--- src/rtl/uart_tx_arbiter.sv ---
// Merges A/B UART byte writes from a dual-issue core into one transmitter.
// Bytes are queued in program order (A before B) in a circular FIFO.
module uart_tx_arbiter #(
   parameter int DEPTH = 8,
   parameter int DW    = 8
) (
   input  logic                     clk,
   input  logic                     rst,
   input  logic                     a_wr,
   input  logic [DW-1:0]            a_data,
   input  logic                     b_wr,
   input  logic [DW-1:0]            b_data,
   output logic [DW-1:0]            tx_data,
   output logic                     tx_valid,
   input  logic                     tx_ready,
   output logic                     busy,
   output logic [$clog2(DEPTH):0]   level,
   output logic                     overflow
);

   localparam int AW = $clog2(DEPTH);
   localparam int CW = AW + 1;

   logic [DW-1:0] mem_q [DEPTH];
   logic [DW-1:0] mem_d [DEPTH];
   logic [AW-1:0] wr_ptr_q, wr_ptr_d;
   logic [AW-1:0] rd_ptr_q, rd_ptr_d;
   logic [CW-1:0] count_q, count_d;
   logic          overflow_q, overflow_d;
   logic          tx_valid_q, tx_valid_d;
   logic          busy_q, busy_d;

   logic          pop;
   logic [CW-1:0] free;
   logic          a_acc;
   logic          b_acc;
   logic [1:0]    n_acc;
   logic [AW-1:0] b_idx;

   always_comb begin
      pop   = tx_valid_q & tx_ready;
      // A slot released by this cycle's pop is immediately reusable.
      free  = CW'(DEPTH) - count_q + CW'(pop);
      a_acc = a_wr && (free != '0);
      b_acc = b_wr && (a_acc ? (free >= CW'(2)) : (free != '0));
      n_acc = {1'b0, a_acc} + {1'b0, b_acc};
      b_idx = a_acc ? (wr_ptr_q + AW'(1)) : wr_ptr_q;

      mem_d = mem_q;
      if (a_acc) mem_d[wr_ptr_q] = a_data;
      if (b_acc) mem_d[b_idx]    = b_data;

      wr_ptr_d   = wr_ptr_q + AW'(n_acc);
      rd_ptr_d   = rd_ptr_q + AW'(pop);
      count_d    = count_q + CW'(n_acc) - CW'(pop);
      overflow_d = overflow_q | (a_wr & ~a_acc) | (b_wr & ~b_acc);
      tx_valid_d = (count_d != '0);
      busy_d     = (count_d > CW'(DEPTH - 2));
   end

   always_ff @(posedge clk) begin
      if (rst) begin
         wr_ptr_q   <= '0;
         rd_ptr_q   <= '0;
         count_q    <= '0;
         overflow_q <= 1'b0;
         tx_valid_q <= 1'b0;
         busy_q     <= 1'b0;
      end else begin
         mem_q      <= mem_d;
         wr_ptr_q   <= wr_ptr_d;
         rd_ptr_q   <= rd_ptr_d;
         count_q    <= count_d;
         overflow_q <= overflow_d;
         tx_valid_q <= tx_valid_d;
         busy_q     <= busy_d;
      end
   end

   assign tx_data  = mem_q[rd_ptr_q];
   assign tx_valid = tx_valid_q;
   assign busy     = busy_q;
   assign level    = count_q;
   assign overflow = overflow_q;

endmodule

--- config.mk ---
export PLATFORM = sky130hd
export DESIGN_NAME = uart_tx_arbiter
export DESIGN_NICKNAME = d
export VERILOG_FILES = /design/src/rtl/uart_tx_arbiter.sv
export SDC_FILE = /design/constraint.sdc
export NUM_CORES = 1
export LEC_CHECK = 0
export CAP_MARGIN = 15
export CORE_ASPECT_RATIO = 0.6
export CORE_MARGIN = 2
export CORE_UTILIZATION = 25
export CTS_BUF_LIST = sky130_fd_sc_hd__clkbuf_4
export DETAILED_ROUTE_END_ITERATION = 10
export PLACE_DENSITY = 0.4
export SETUP_SLACK_MARGIN = 0.05
export SYNTH_ARGS = -nofsm -noshare
export SYNTH_HDL_FRONTEND = slang
export SYNTH_SLANG_ARGS = --single-unit
--- constraint.sdc ---
create_clock -name clk -period 7.5 [get_ports clk]
set_clock_uncertainty 0.15 [all_clocks]
set_input_delay 0.75 -clock clk [delete_from_list [all_inputs] [get_ports clk]]
set_output_delay 0.75 -clock clk [all_outputs]
set_load 0.005 [all_outputs]
## Yosys cells after proc, flatten, opt, wreduce, memory -nomap -nowiden

Index checks and enable logic that the tools add are counted.

| cells by class | value |
|---|---|
| bitwise gates (word level) | 10 |
| reductions and logical operators | 6 |
| $add $sub $neg | 8 |
| multiplexer cells | 13 |
| magnitude comparators | 7 |

Operator list:

| cell | count |
|---|---|
| $bwmux W64 | 2 |
| $mux W64 | 2 |
| $demux W8 S3 | 2 |
| $mux W8 | 4 |
| $bmux W8 S3 | 1 |
| $ge A4 B4 Y1 const B | 3 |
| $not A3 Y4 | 3 |
| $lt A4 B1 Y1 const B | 2 |
| $reduce_bool A4 Y1 | 2 |
| $add A4 B1 Y4 | 1 |
| $add A4 B2 Y4 | 1 |
| $ge A4 B2 Y1 const B | 1 |
| $gt A4 B3 Y1 const B | 1 |
| $logic_and A1 B1 Y1 | 4 |
| $sub A4 B1 Y4 | 1 |
| $sub A4 B4 Y4 const A | 1 |
| $add A3 B1 Y3 | 1 |
| $add A3 B1 Y3 const B | 1 |
| $add A3 B2 Y3 | 1 |
| $and A1 B1 Y1 | 3 |
| $mux W3 | 1 |
| $add A1 B1 Y2 | 1 |
| $not A1 Y1 | 2 |
| $or A1 B1 Y1 | 2 |
| $mux W1 | 1 |

| storage, ports and cells | value |
|---|---|
| output and inout bits | 15 |
| flip-flop bits (word level) | 77 |
| word-level logic and storage cells | 58 |

## Longest topological paths before layout

Gate-level depths: netlist (run 1).

| logic depth | value |
|---|---|
| depth after elaboration | 12 |
| gate-level depth with buffers | 18 |

## Worst setup path after synthesis (run 1)

OpenSTA, ideal clock, no wires.

| timing | value |
|---|---|
| kind | in2reg |
| from | input tx_ready |
| to | register tx_valid_q, in the netlist tx_valid |
| buffers on the path | 0 |
| stages | 18 |
| data arrival time | 4.256 ns |
| path slack | 2.960 ns |
| cell sequence | nand2_1 -> ha_1 -> inv_1 -> ha_1 -> or4_2 -> o21ai_0 -> o21ai_0 -> and2_1 -> ha_1 -> inv_1 -> ha_1 -> inv_1 -> ha_1 -> inv_1 -> fa_1 -> xor2_1 -> nor2_1 -> or4_1 |

| between the ends | value |
|---|---|
| longest elaborated chain between the ends | 10 |
| elaborated cells between the ends (all ways) | 11 |
| those cells by class | add/sub (4); order compare (1); mux (1); bitwise (1); reduce/logical (4) |

Ends and longest elaborated chain:

| what | RTL line | text |
|---|---|---|
| from (decl) | 15 | `input logic tx_ready,` |
| $and A1 B1 Y1 * | 41 | `pop = tx_valid_q & tx_ready;` |
| parallel branches: the longest is 7 deep, another holds $add A4 B1 Y4 | - |  |
| $sub A4 B1 Y4 * | 55 | `count_d = count_q + CW'(n_acc) - CW'(pop);` |
| $reduce_bool A4 Y1 * | 57 | `tx_valid_d = (count_d != '0);` |
| to (signal assigned) | 75 | `tx_valid_q <= tx_valid_d;` |
| to (decl) | 30 | `logic tx_valid_q, tx_valid_d;` |

Every way passes the cells marked *.
A chain may end at the register's enable or synchronous reset.

## Worst setup path in the final report (run 1)

Ends and elaborated chain as after synthesis.

==> Flow_metrics.wiki, run 1 <==
{| class="wikitable"
! Metric !! Value
|-
| Status || complete, no violations
|-
| Core utilization of the finished layout || about 30%
|-
| Primary flip-flop cell chosen by synthesis mapping || sky130_fd_sc_hd__edfxtp_1
|-
| Hold buffer count at CTS || 0
|-
| Ys Warns || 0
|-
| Input/output buffers || 35
|-
| Number of synthesized register bits || just under 80
|-
| Worst-case setup slack after placement || 2110 ps
|-
| Maximum vdd drop || 0.0880 mV
|-
| Gate count after technology mapping || about 340
|-
| Count of standard-cell rows || 39
|-
| Crit Path Max Fanout || 6
|-
| # nets final || 413
|-
| Pin slew with the least headroom to its limit || around 1100 ps
|-
| Crit Path Class || in -> reg
|-
| Comb pwr share || about 50%
|-
| Chip height || about 110 um
|-
| Count of boundary I/O pins || 36
|-
| Max-cap violations || 0
|-
| Antenna diode count || 0
|-
| Dominant cell type by area after synthesis || sky130_fd_sc_hd__edfxtp_1
|-
| Smallest setup slack after layout || 2520 ps
|-
| Total net switching power || between 600 and 700 uW
|-
| Seq/Total Area, Yosys || a little over two fifths
|-
| Via density per instance || around 4.6
|-
| DRC violation count after routing || 0
|-
| Max Transition Viols Final || 0
|-
| RSZ-0062 raised after global routing || false
|-
| Endpoint required time on the critical path || between 7000 and 8000 ps
|-
| Path type of the worst min-delay path || reg -> reg
|-
| Internal || 1160 uW
|-
| Final Hold Vio Count || 0
|-
| Share of the clock period used by the worst path || ~66%
|-
| Worst max-slew margin expressed relative to the limit || 24.1%
|-
| Syn-to-layout area delta || 16.0%
|-
| Switching share of total power || approximately 36%
|-
| Wire length of the first global-routing pass || ~20 mm
|-
| Leakage power of the design || about 0.0019 uW
|-
| Share of flip-flops with an asynchronous set or reset after synthesis || 0%
|-
| CP arrival || slightly above 5000 ps
|-
| H-tree level count || 3
|-
| Global-route total usage across every layer || about an eighth
|-
| Half-perimeter wire length after placement || between 8 and 9 mm
|-
| Routed len/inst || about 21 um
|-
| Accumulated negative setup slack || 0 ps
|-
| Total congestion overflow after global routing || 0
|-
| Areal power density over the cells || roughly 310 nW/um^2
|-
| Area share of the leading cell type in the synthesized netlist || between 30% and 40%
|-
| Initial antenna violation count || 0
|-
| Seq pwr share || a little under two fifths
|-
| Fmax || between 200 and 250 MHz
|-
| Part of the total power dissipated in the clock network || 13.4%
|-
| Mean area per synthesized cell || 14.6 um^2
|-
| Endpoint class of the critical path || register
|-
| Final count of negative-setup-slack endpoints || 0
|-
| Total vias in the final route || approximately 3000
|-
| Clock slew at the register clock pins of the worst setup and hold paths || between 100 and 150 ps
|-
| Via count of the first global-routing pass || around 3100
|-
| Final standard cell count with taps included and fillers excluded || 649
|-
| Area enclosed by the die boundary || between 20000 and 25000 um^2
|-
| Standard cell with the maximum stage delay on the critical path || sky130_fd_sc_hd__or4_2
|-
| Setup repair bufs after CTS || 0
|-
| Clock tree from TritonCTS || built
|-
| Register-to-register setup slack || 2860 ps
|-
| Initial core utilization || about 26%
|-
| Cell chosen for the clock root || sky130_fd_sc_hd__clkbuf_4
|-
| Power after layout || 1800 uW
|-
| CTS buffer count || 9
|-
| Number of detailed-routing iterations run before antenna repair || 5
|-
| Floorplan Core Area || between 15000 and 20000 um^2
|-
| Share of post-route cells with drive strength above 1 || ~48%
|-
| Leading cell types by total area after synthesis || sky130_fd_sc_hd__edfxtp_1, sky130_fd_sc_hd__mux2_2, sky130_fd_sc_hd__mux4_2, sky130_fd_sc_hd__dfxtp_1, sky130_fd_sc_hd__ha_1
|-
| Synth Net Count || about 370
|-
| Cells along the critical path || clkdlybuf4s50_1, nand2_1, ha_1, inv_1, ha_1, or4_2, o21ai_0, o21ai_0, and2_1, ha_1, inv_1, ha_1, inv_1, ha_1, inv_1, fa_1, xor2_1, nor2_1, or4_1
|-
| Number of synthesized flops with an enable pin || between 60 and 70
|-
| Placer Congestion || 0.725
|-
| Resized Gates After CTS || 0
|-
| Number of sinks handled by clock tree synthesis || 77
|-
| Placed cell count || 633
|-
| Maximum number of pins on one net before global-route repair || 65
|-
| Sort of element at the start of the critical path || primary input
|-
| Sum of routed wire length over all layers || between 10 and 15 mm
|-
| Starting DRC count in detailed routing || between 150 and 200
|-
| Remaining number of nets flagged by the antenna check after routing || 0
|-
| Die boundary width || approximately 190 um
|-
| Synth cell types || 46
|-
| Fin crit period || 4980 ps
|-
| Cell seen most often among critical-path stages || sky130_fd_sc_hd__ha_1
|-
| Number of buffers on the longest clock path || 2
|-
| Area of the mapped netlist || ~5000 um^2
|-
| Largest stage delay on the critical path || between 600 and 700 ps
|-
| Top-count cell post-synth || sky130_fd_sc_hd__mux2_2
|-
| Later-pin clock latency in the skew report || around 440 ps
|-
| Commonest cells post-synth || sky130_fd_sc_hd__mux2_2, sky130_fd_sc_hd__edfxtp_1, sky130_fd_sc_hd__inv_1, sky130_fd_sc_hd__mux4_2, sky130_fd_sc_hd__dfxtp_1
|}
==> sequential cells by signal (all words and copies together), names as in the netlist <==
signal,flops
busy,1
level,4
mem_q,64
overflow,1
rd_ptr_q,3
tx_valid,1
wr_ptr_q,3
==> layout by cell type, fill, tap and decap left out, types with 3 or more instances in the layout <==
cell / netlist / final
sky130_fd_sc_hd__mux2_1: 10 / 10
sky130_fd_sc_hd__ha_1: 12 / 12
sky130_fd_sc_hd__nor2b_1: 5 / 5
sky130_fd_sc_hd__inv_1: 16 / 15
sky130_fd_sc_hd__edfxtp_1: 64 / 64
sky130_fd_sc_hd__nand3_2: 4 / 4
sky130_fd_sc_hd__nor2_1: 8 / 8
sky130_fd_sc_hd__dfxtp_1: 13 / 13
sky130_fd_sc_hd__clkinvlp_4: 0 / 3
sky130_fd_sc_hd__mux2_2: 126 / 126
sky130_fd_sc_hd__nand2_1: 4 / 4
sky130_fd_sc_hd__xor2_1: 3 / 3
sky130_fd_sc_hd__mux4_2: 16 / 16
sky130_fd_sc_hd__clkdlybuf4s50_1: 0 / 35
sky130_fd_sc_hd__clkbuf_4: 0 / 11
sky130_fd_sc_hd__buf_4: 0 / 6
sky130_fd_sc_hd__nor3_4: 4 / 4
==> stage by stage <==
stage	hold slack (ps)	area, um^2
after floorplan	310	4960
after global placement	315	5640
after detailed placement	329	5640
after CTS	363	5760
after global routing	407	5760
final	347	5760
==> worst paths after layout <==
path,start,to,cells after the start
worst min-delay path,overflow,overflow,2
worst max register to register,tx_valid,tx_valid,18
worst min register to register,overflow,overflow,2
worst max-delay path,tx_ready,tx_valid,19
==> worst max-delay path, delay by kind of cell <==
family | cells | cell delay [ps]
fa+ha+maj | 6 | 1510
buf+inv | 5 | 620
compound gates | 2 | 490
simple gates | 5 | 1600
xor+xnor | 1 | 190
==> layout make-up <==
type	instances	area (um^2)
clock buffer	11	82.6
clock inverter	5	36.3
fill	1963	13500
inverter	16	61.3
multi-input combinational	233	2670
sequential	77	2180
tap	266	333
timing repair buffer	41	395
==> power by group through the flow <==
stage	clock, uW	combinational (uW)	sequential, uW
final	242	878	684
after global routing	270	961	699
after CTS	255	893	685
after detailed placement	0	887	695
after global placement	0	869	693
after floorplan	0	654	642
==> routing by layer <==
layer,GRT usage (%),vias to the layer above,part of all wire [%]
met5,0,-,0
met4,2.52,0,0.54
met3,2.86,6,3.6
met2,20.0,59,44
met1,19.2,1530,52
li1,-,1401,-
==> kinds of logic (layout without fill, tap and decap cells) <==
logic type                 count (synthesis)  after routing  share of synthesized area (%)
xor gates and xnor gates                   7              7                           1.54
muxes                                    154            154                           39.0
buffers and inverters                     29             73                           2.47
and+or+nand+nor                           43             43                           6.80
adders and majority gates                 15             15                           4.03
DFF                                       77             77                           44.0
AOI/OAI and AO/OA                         14             14                           2.19
Note: power is estimated with default switching activity, not from simulation.
==> inputs of run 2 (changes only) <==
--- a/config.mk
+++ b/config.mk
@@ -11,7 +11,7 @@
 export CORE_UTILIZATION = 25
 export CTS_BUF_LIST = sky130_fd_sc_hd__clkbuf_4
 export DETAILED_ROUTE_END_ITERATION = 10
-export PLACE_DENSITY = 0.4
+export PLACE_DENSITY = 0.41
 export SETUP_SLACK_MARGIN = 0.05
 export SYNTH_ARGS = -nofsm -noshare
 export SYNTH_HDL_FRONTEND = slang
==> constraint.sdc (replaced) <==
create_clock -name clk -period 4.1 [get_ports clk]
set_clock_uncertainty 0.15 [all_clocks]
set_input_delay 0.41 -clock clk [delete_from_list [all_inputs] [get_ports clk]]
set_output_delay 0.41 -clock clk [all_outputs]
set_load 0.005 [all_outputs]
==> Flow_metrics.wiki, run 2 (synthesized netlist as in run 1, its figures left out) <==
{| class="wikitable"
! Metric !! Value
|-
| Status || complete, no violations
|-
| Crit Path Class || in -> reg
|-
| CTS buffer count || 9 (unchanged)
|-
| Register-to-register setup slack || 210 ps (-2650 ps)
|-
| Sort of element at the start of the critical path || primary input
|-
| Maximum vdd drop || 0.173 mV (+97%)
|-
| Count of boundary I/O pins || 36 (unchanged)
|-
| RSZ-0062 raised after global routing || false
|-
| Placer Congestion || 0.712 (-1.8%)
|-
| Crit Path Max Fanout || 2 (-4)
|-
| Clock tree from TritonCTS || built
|-
| Starting DRC count in detailed routing || 141 (-24%)
|-
| Share of the clock period used by the worst path || a little over nine tenths
|-
| Endpoint required time on the critical path || 4320 ps (-3350 ps)
|-
| Path type of the worst min-delay path || reg -> reg
|-
| Area enclosed by the die boundary || 21000 um^2 (unchanged)
|-
| Tightest hold margin || 347 ps (+0.627 ps)
|-
| Die boundary width || 186 um (unchanged)
|-
| Maximum number of pins on one net before global-route repair || 65 (unchanged)
|-
| Total vias in the final route || 3071 (+2.5%)
|-
| Setup repair bufs after CTS || 0 (unchanged)
|-
| Final Hold Vio Count || 0 (unchanged)
|-
| Chip height || 113 um (unchanged)
|-
| Pin slew with the least headroom to its limit || 890 ps (-242 ps)
|-
| Input/output buffers || 35 (unchanged)
|-
| Remaining number of nets flagged by the antenna check after routing || 0 (unchanged)
|-
| Commonest cells after routing, fill and taps aside || sky130_fd_sc_hd__mux2_2, sky130_fd_sc_hd__edfxtp_1, sky130_fd_sc_hd__clkdlybuf4s50_1, sky130_fd_sc_hd__buf_4, sky130_fd_sc_hd__mux4_2
|-
| Startpoint of the worst-slack reg-to-reg timing path || tx_valid
|-
| Initial core utilization || 25.8% (unchanged)
|-
| Total congestion overflow after global routing || 0 (unchanged)
|-
| Endpoint class of the critical path || register
|-
| Global-route total usage across every layer || 13.4% (+0.31 points)
|-
| Final count of negative-setup-slack endpoints || 0 (unchanged)
|-
| Sum of routed wire length over all layers || 13.4 mm (-0.55%)
|-
| Initial antenna violation count || 0 (unchanged)
|-
| Count of fill cells added during filler insertion || 1934 (-1.5%)
|-
| Via density per instance || 4.50 (-2.5%)
|-
| Count of standard-cell rows || 39 (unchanged)
|-
| Floorplan Core Area || 19200 um^2 (unchanged)
|-
| Max-cap violations || 0 (unchanged)
|-
| Cell chosen for the clock root || sky130_fd_sc_hd__clkbuf_4
|-
| Max Transition Viols Final || 0 (unchanged)
|-
| Syn-to-layout area delta || 24.4%
|-
| Worst R2R End || tx_valid
|-
| Wire length of the first global-routing pass || 20.1 mm (+2.0%)
|-
| Commonest non-fill, non-tap cell in the layout || sky130_fd_sc_hd__mux2_2
|-
| Worst max-slew margin expressed relative to the limit || 40.7% (+17 points)
|-
| Number of sinks handled by clock tree synthesis || 77 (unchanged)
|-
| Clock slew at the register clock pins of the worst setup and hold paths || 150 ps (about the same)
|-
| Accumulated negative setup slack || 0 ps (unchanged)
|-
| Critical path endpoint || tx_valid
|-
| Later-pin clock latency in the skew report || 480 ps (+40 ps)
|-
| Number of buffers on the longest clock path || 2 (unchanged)
|-
| Leakage power of the design || 0.00212 uW (+11%)
|-
| Antenna diode count || 0 (unchanged)
|-
| Fmax || about 260 MHz
|-
| Hold buffer count at CTS || 0 (unchanged)
|-
| Critical path origin || tx_ready
|-
| FF-to-FF path depth || 18 (unchanged)
|-
| Half-perimeter wire length after placement || 9.21 mm (+2.3%)
|-
| CP arrival || 4130 ps (-1020 ps)
|-
| Number of detailed-routing iterations run before antenna repair || 4 (-1)
|-
| Biggest register || mem_q
|-
| Fin crit period || 3910 ps
|-
| DRC violation count after routing || 0 (unchanged)
|-
| # nets final || 446 (+8.0%)
|-
| Max reg flops || 64 (unchanged)
|-
| Routed len/inst || 19.6 um (-5.4%)
|-
| Share of post-route cells with drive strength above 1 || 55.3% (+7.0 points)
|-
| H-tree level count || 3 (unchanged)
|-
| Core utilization of the finished layout || 32.1% (+2.2 points)
|-
| Areal power density over the cells || 604 nW/um^2 (+93%)
|-
| Via count of the first global-routing pass || 3267 (+5.8%)
|}
run 2: area by class of cell:
cell class,count,area [um^2],area share (%)
multi-input combinational,233,2730,44.2
sequential,77,2180,35.4
timing repair buffer,74,693,11.2
tap,266,333,5.39
clock inverter,7,111,1.80
clock buffer,9,67.6,1.09
inverter,16,60.1,0.972
run 2: how the worst min path moves through the flow:
stage / startpoint / to / slack (ps) / cells after the start
floorplan: overflow / overflow / 310 / 2
global placement: overflow / overflow / 310 / 2
detailed placement: overflow / overflow / 320 / 2
CTS: overflow / overflow / 350 / 2
global route: overflow / overflow / 370 / 2
finish: overflow / overflow / 350 / 2
run 2: critical path: stages:
cell	delay (ps)
sky130_fd_sc_hd__clkdlybuf4s50_1	440
sky130_fd_sc_hd__nand2_4	90
sky130_fd_sc_hd__ha_4	130
sky130_fd_sc_hd__inv_1	40
sky130_fd_sc_hd__ha_1	190
sky130_fd_sc_hd__or4_4	550
sky130_fd_sc_hd__o21ai_4	70
sky130_fd_sc_hd__o21ai_1	80
sky130_fd_sc_hd__and2_4	180
sky130_fd_sc_hd__ha_4	260
sky130_fd_sc_hd__inv_1	40
sky130_fd_sc_hd__ha_2	250
sky130_fd_sc_hd__inv_1	60
sky130_fd_sc_hd__ha_2	160
sky130_fd_sc_hd__inv_1	60
sky130_fd_sc_hd__fa_2	370
sky130_fd_sc_hd__xor2_2	150
sky130_fd_sc_hd__nor2_1	60
sky130_fd_sc_hd__or4_1	540
run 2: metal layers:
layer	vias to the layer above	GRT usage [%]	part of all wire (%)
li1	1473	-	-
met5	-	0	0
met2	60	20.2	44
met1	1528	18.8	50
met3	10	4.60	5.2
met4	0	2.52	0.90
run 2: timing repair:
| action | 4_1_cts | 5_1_grt |
|---|---|---|
| pin swaps | 2 | 3 |
| endpoints found under the setup margin | 1 | 1 |
| hold endpoints to repair | 0 | 0 |
| gates resized for setup | 2 | 12 |
run 2: through the flow:
| step | instance area, um^2 | std cells | setup slack (ps) | power, uW |
|---|---|---|---|---|
| final | 6180 | 682 | 193 | 3730 |
| after global routing | 6180 | 682 | 53.5 | 3990 |
| after CTS | 6120 | 682 | 71.4 | 3720 |
| after detailed placement | 5940 | 666 | -495 | 3090 |
| after global placement | 5940 | 666 | -403 | 3050 |
| after floorplan | 4980 | 339 | 143 | 2390 |
run 2: where the power goes:
part | internal [uW] | leakage (uW) | total [uW] | switching, uW
registers | 1100 | 0.000734 | 1250 | 156
logic | 1080 | 0.00129 | 1870 | 791
clock network | 307 | 0.000101 | 610 | 304
total | 2480 | 0.00212 | 3730 | 1250
==> inputs of run 3 (changes only) <==
--- a/config.mk
+++ b/config.mk
@@ -8,10 +8,10 @@
 export CAP_MARGIN = 15
 export CORE_ASPECT_RATIO = 0.6
 export CORE_MARGIN = 2
-export CORE_UTILIZATION = 25
+export CORE_UTILIZATION = 45
 export CTS_BUF_LIST = sky130_fd_sc_hd__clkbuf_4
 export DETAILED_ROUTE_END_ITERATION = 10
-export PLACE_DENSITY = 0.41
+export PLACE_DENSITY = 0.65
 export SETUP_SLACK_MARGIN = 0.05
 export SYNTH_ARGS = -nofsm -noshare
 export SYNTH_HDL_FRONTEND = slang
==> Flow_metrics.wiki, run 3 (synthesized netlist as in run 1, its figures left out) <==
{| class="wikitable"
! Metric !! Value
|-
| Status || complete, no violations
|-
| Cell chosen for the clock root || sky130_fd_sc_hd__clkbuf_4
|-
| Number of buffers on the longest clock path || 2 (unchanged)
|-
| Wire length of the first global-routing pass || 17.8 mm (-12%)
|-
| Fin crit period || 3910 ps (+6.08 ps)
|-
| Clock slew at the register clock pins of the worst setup and hold paths || 120 ps (-30 ps)
|-
| Area enclosed by the die boundary || 11900 um^2 (-43%)
|-
| Remaining number of nets flagged by the antenna check after routing || 0 (unchanged)
|-
| Die boundary width || 140 um (-25%)
|-
| Final standard cell count with taps included and fillers excluded || 557 (-18%)
|-
| Hold buffer count at CTS || 0 (unchanged)
|-
| Placer Congestion || 0.845 (+19%)
|-
| RSZ-0062 raised after global routing || false
|-
| Number of detailed-routing iterations run before antenna repair || 4 (unchanged)
|-
| Via density per instance || 5.48 (+22%)
|-
| Crit Path Class || in -> reg
|-
| Initial antenna violation count || 0 (unchanged)
|-
| Register-to-register setup slack || 250 ps (+40 ps)
|-
| Total congestion overflow after global routing || 0 (unchanged)
|-
| Maximum number of pins on one net before global-route repair || 65 (unchanged)
|-
| Routed len/inst || 20.6 um (+4.7%)
|-
| Pin slew with the least headroom to its limit || 870 ps (-20.5 ps)
|-
| Input/output buffers || 35 (unchanged)
|-
| Total vias in the final route || 3050 (-0.68%)
|-
| Clock tree from TritonCTS || built
|-
| Areal power density over the cells || 590 nW/um^2 (-2.2%)
|-
| Starting DRC count in detailed routing || 186 (+32%)
|-
| Crit Path Max Fanout || 2 (unchanged)
|-
| Worst max-slew margin expressed relative to the limit || 42.0% (+1.4 points)
|-
| Path type of the worst min-delay path || reg -> reg
|-
| Via count of the first global-routing pass || 3118 (-4.6%)
|-
| Maximum vdd drop || 0.256 mV (+47%)
|-
| CTS buffer count || 9 (unchanged)
|-
| Count of boundary I/O pins || 36 (unchanged)
|-
| Global-route total usage across every layer || 20.0% (+6.6 points)
|-
| Later-pin clock latency in the skew report || 410 ps (-70 ps)
|-
| Commonest non-fill, non-tap cell in the layout || sky130_fd_sc_hd__mux2_2
|-
| Syn-to-layout area delta || 18.9%
|-
| Core utilization of the finished layout || 55.3% (+23 points)
|-
| Number of sinks handled by clock tree synthesis || 77 (unchanged)
|-
| Accumulated negative setup slack || 0 ps (unchanged)
|-
| Chip height || 85.4 um (-25%)
|-
| Count of standard-cell rows || 29 (-26%)
|-
| Antenna diode count || 0 (unchanged)
|-
| Max Transition Viols Final || 0 (unchanged)
|-
| Sum of routed wire length over all layers || 11.5 mm (-15%)
|-
| # nets final || 448 (+0.45%)
|-
| Final count of negative-setup-slack endpoints || 0 (unchanged)
|-
| Tightest hold margin || 336 ps (-11.7 ps)
|-
| Fmax || 256 MHz (-0.16%)
|-
| Biggest register || mem_q
|-
| Share of post-route cells with drive strength above 1 || 54.5% (-0.74 points)
|-
| Commonest cells after routing, fill and taps aside || sky130_fd_sc_hd__mux2_2, sky130_fd_sc_hd__edfxtp_1, sky130_fd_sc_hd__buf_4
|-
| Leakage power of the design || 0.00208 uW (-1.9%)
|-
| Endpoint required time on the critical path || 4250 ps (-70 ps)
|-
| H-tree level count || 3 (unchanged)
|-
| Final Hold Vio Count || 0 (unchanged)
|-
| Max-cap violations || 0 (unchanged)
|-
| Share of the clock period used by the worst path || 95.5% (+0.15 points)
|-
| Initial core utilization || 46.5% (+21 points)
|-
| DRC violation count after routing || 0 (unchanged)
|-
| Half-perimeter wire length after placement || 7.95 mm (-14%)
|-
| Placed cell count || 540 (-19%)
|-
| Sort of element at the start of the critical path || primary input
|-
| Max reg flops || 64 (unchanged)
|-
| CP arrival || 4060 ps (-70 ps)
|-
| Endpoint class of the critical path || register
|-
| Floorplan Core Area || 10700 um^2 (-45%)
|}
-- run 3: cell count changes in the layout (fill, tap and decap cells not counted), sizes merged --
cell and change:
clkinv +3, bufinv -3, buf +2, clkbuf +2, inv -2
-- run 3: final cells by class --
type / instances / area [um^2]
Fill cell: 921 / 4760
Multi-Input combinational cell: 233 / 2720
Sequential cell: 77 / 2180
Timing Repair Buffer: 76 / 658
Tap cell: 139 / 174
Clock buffer: 11 / 82.6
Inverter: 16 / 60.1
Clock inverter: 5 / 26.3
-- run 3: worst max-delay path, cell delays in order --
cell and delay (ps):
sky130_fd_sc_hd__clkdlybuf4s50_1 470, sky130_fd_sc_hd__nand2_2 70, sky130_fd_sc_hd__ha_4 160, sky130_fd_sc_hd__inv_1 50, sky130_fd_sc_hd__ha_1 230, sky130_fd_sc_hd__or4_4 440
sky130_fd_sc_hd__o21ai_4 80, sky130_fd_sc_hd__o21ai_0 80, sky130_fd_sc_hd__and2_1 200, sky130_fd_sc_hd__ha_4 270, sky130_fd_sc_hd__inv_1 40, sky130_fd_sc_hd__ha_2 240
sky130_fd_sc_hd__inv_1 50, sky130_fd_sc_hd__ha_2 170, sky130_fd_sc_hd__inv_1 50, sky130_fd_sc_hd__fa_2 510, sky130_fd_sc_hd__nor2_1 50, sky130_fd_sc_hd__or4_1 510
-- run 3: where the power goes --
part,internal [uW],switching (uW),leakage [uW]
clock network,135,256,0.0000661
logic,1090,772,0.00128
registers,1090,138,0.000734
total,2320,1170,0.00208
-- run 3: stage by stage --
step / cell area (um^2) / worst slack, ps / power [uW]
global placement: 5740 / -367 / 2990
finish: 5900 / 186 / 3480
detailed placement: 5740 / -434 / 3040
global route: 5900 / 53.0 / 3750
CTS: 5850 / 63.4 / 3450
floorplan: 4980 / 143 / 2390
-- run 3: worst paths after layout --
check	to	depth (start not counted)	from
min reg2reg	overflow	2	overflow
max	tx_valid	18	tx_ready
min	overflow	2	overflow
max reg2reg	tx_valid	17	tx_valid
-- run 3: layer usage --
layer	GRT usage (%)	part of all wire, %	up-vias
li1	-	-	1482
met1	29.3	49	1514
met2	31.3	46	52
met3	4.35	5.2	2
met4	3.73	0.21	0
met5	0	0	-
-- run 3: timing repair --
item                                    4_1_cts  5_1_grt
resized for setup                             0       10
pin swaps                                     1        2
setup buffers                                 0        1
endpoints found under the setup margin        1        1
hold endpoints to repair                      0        0
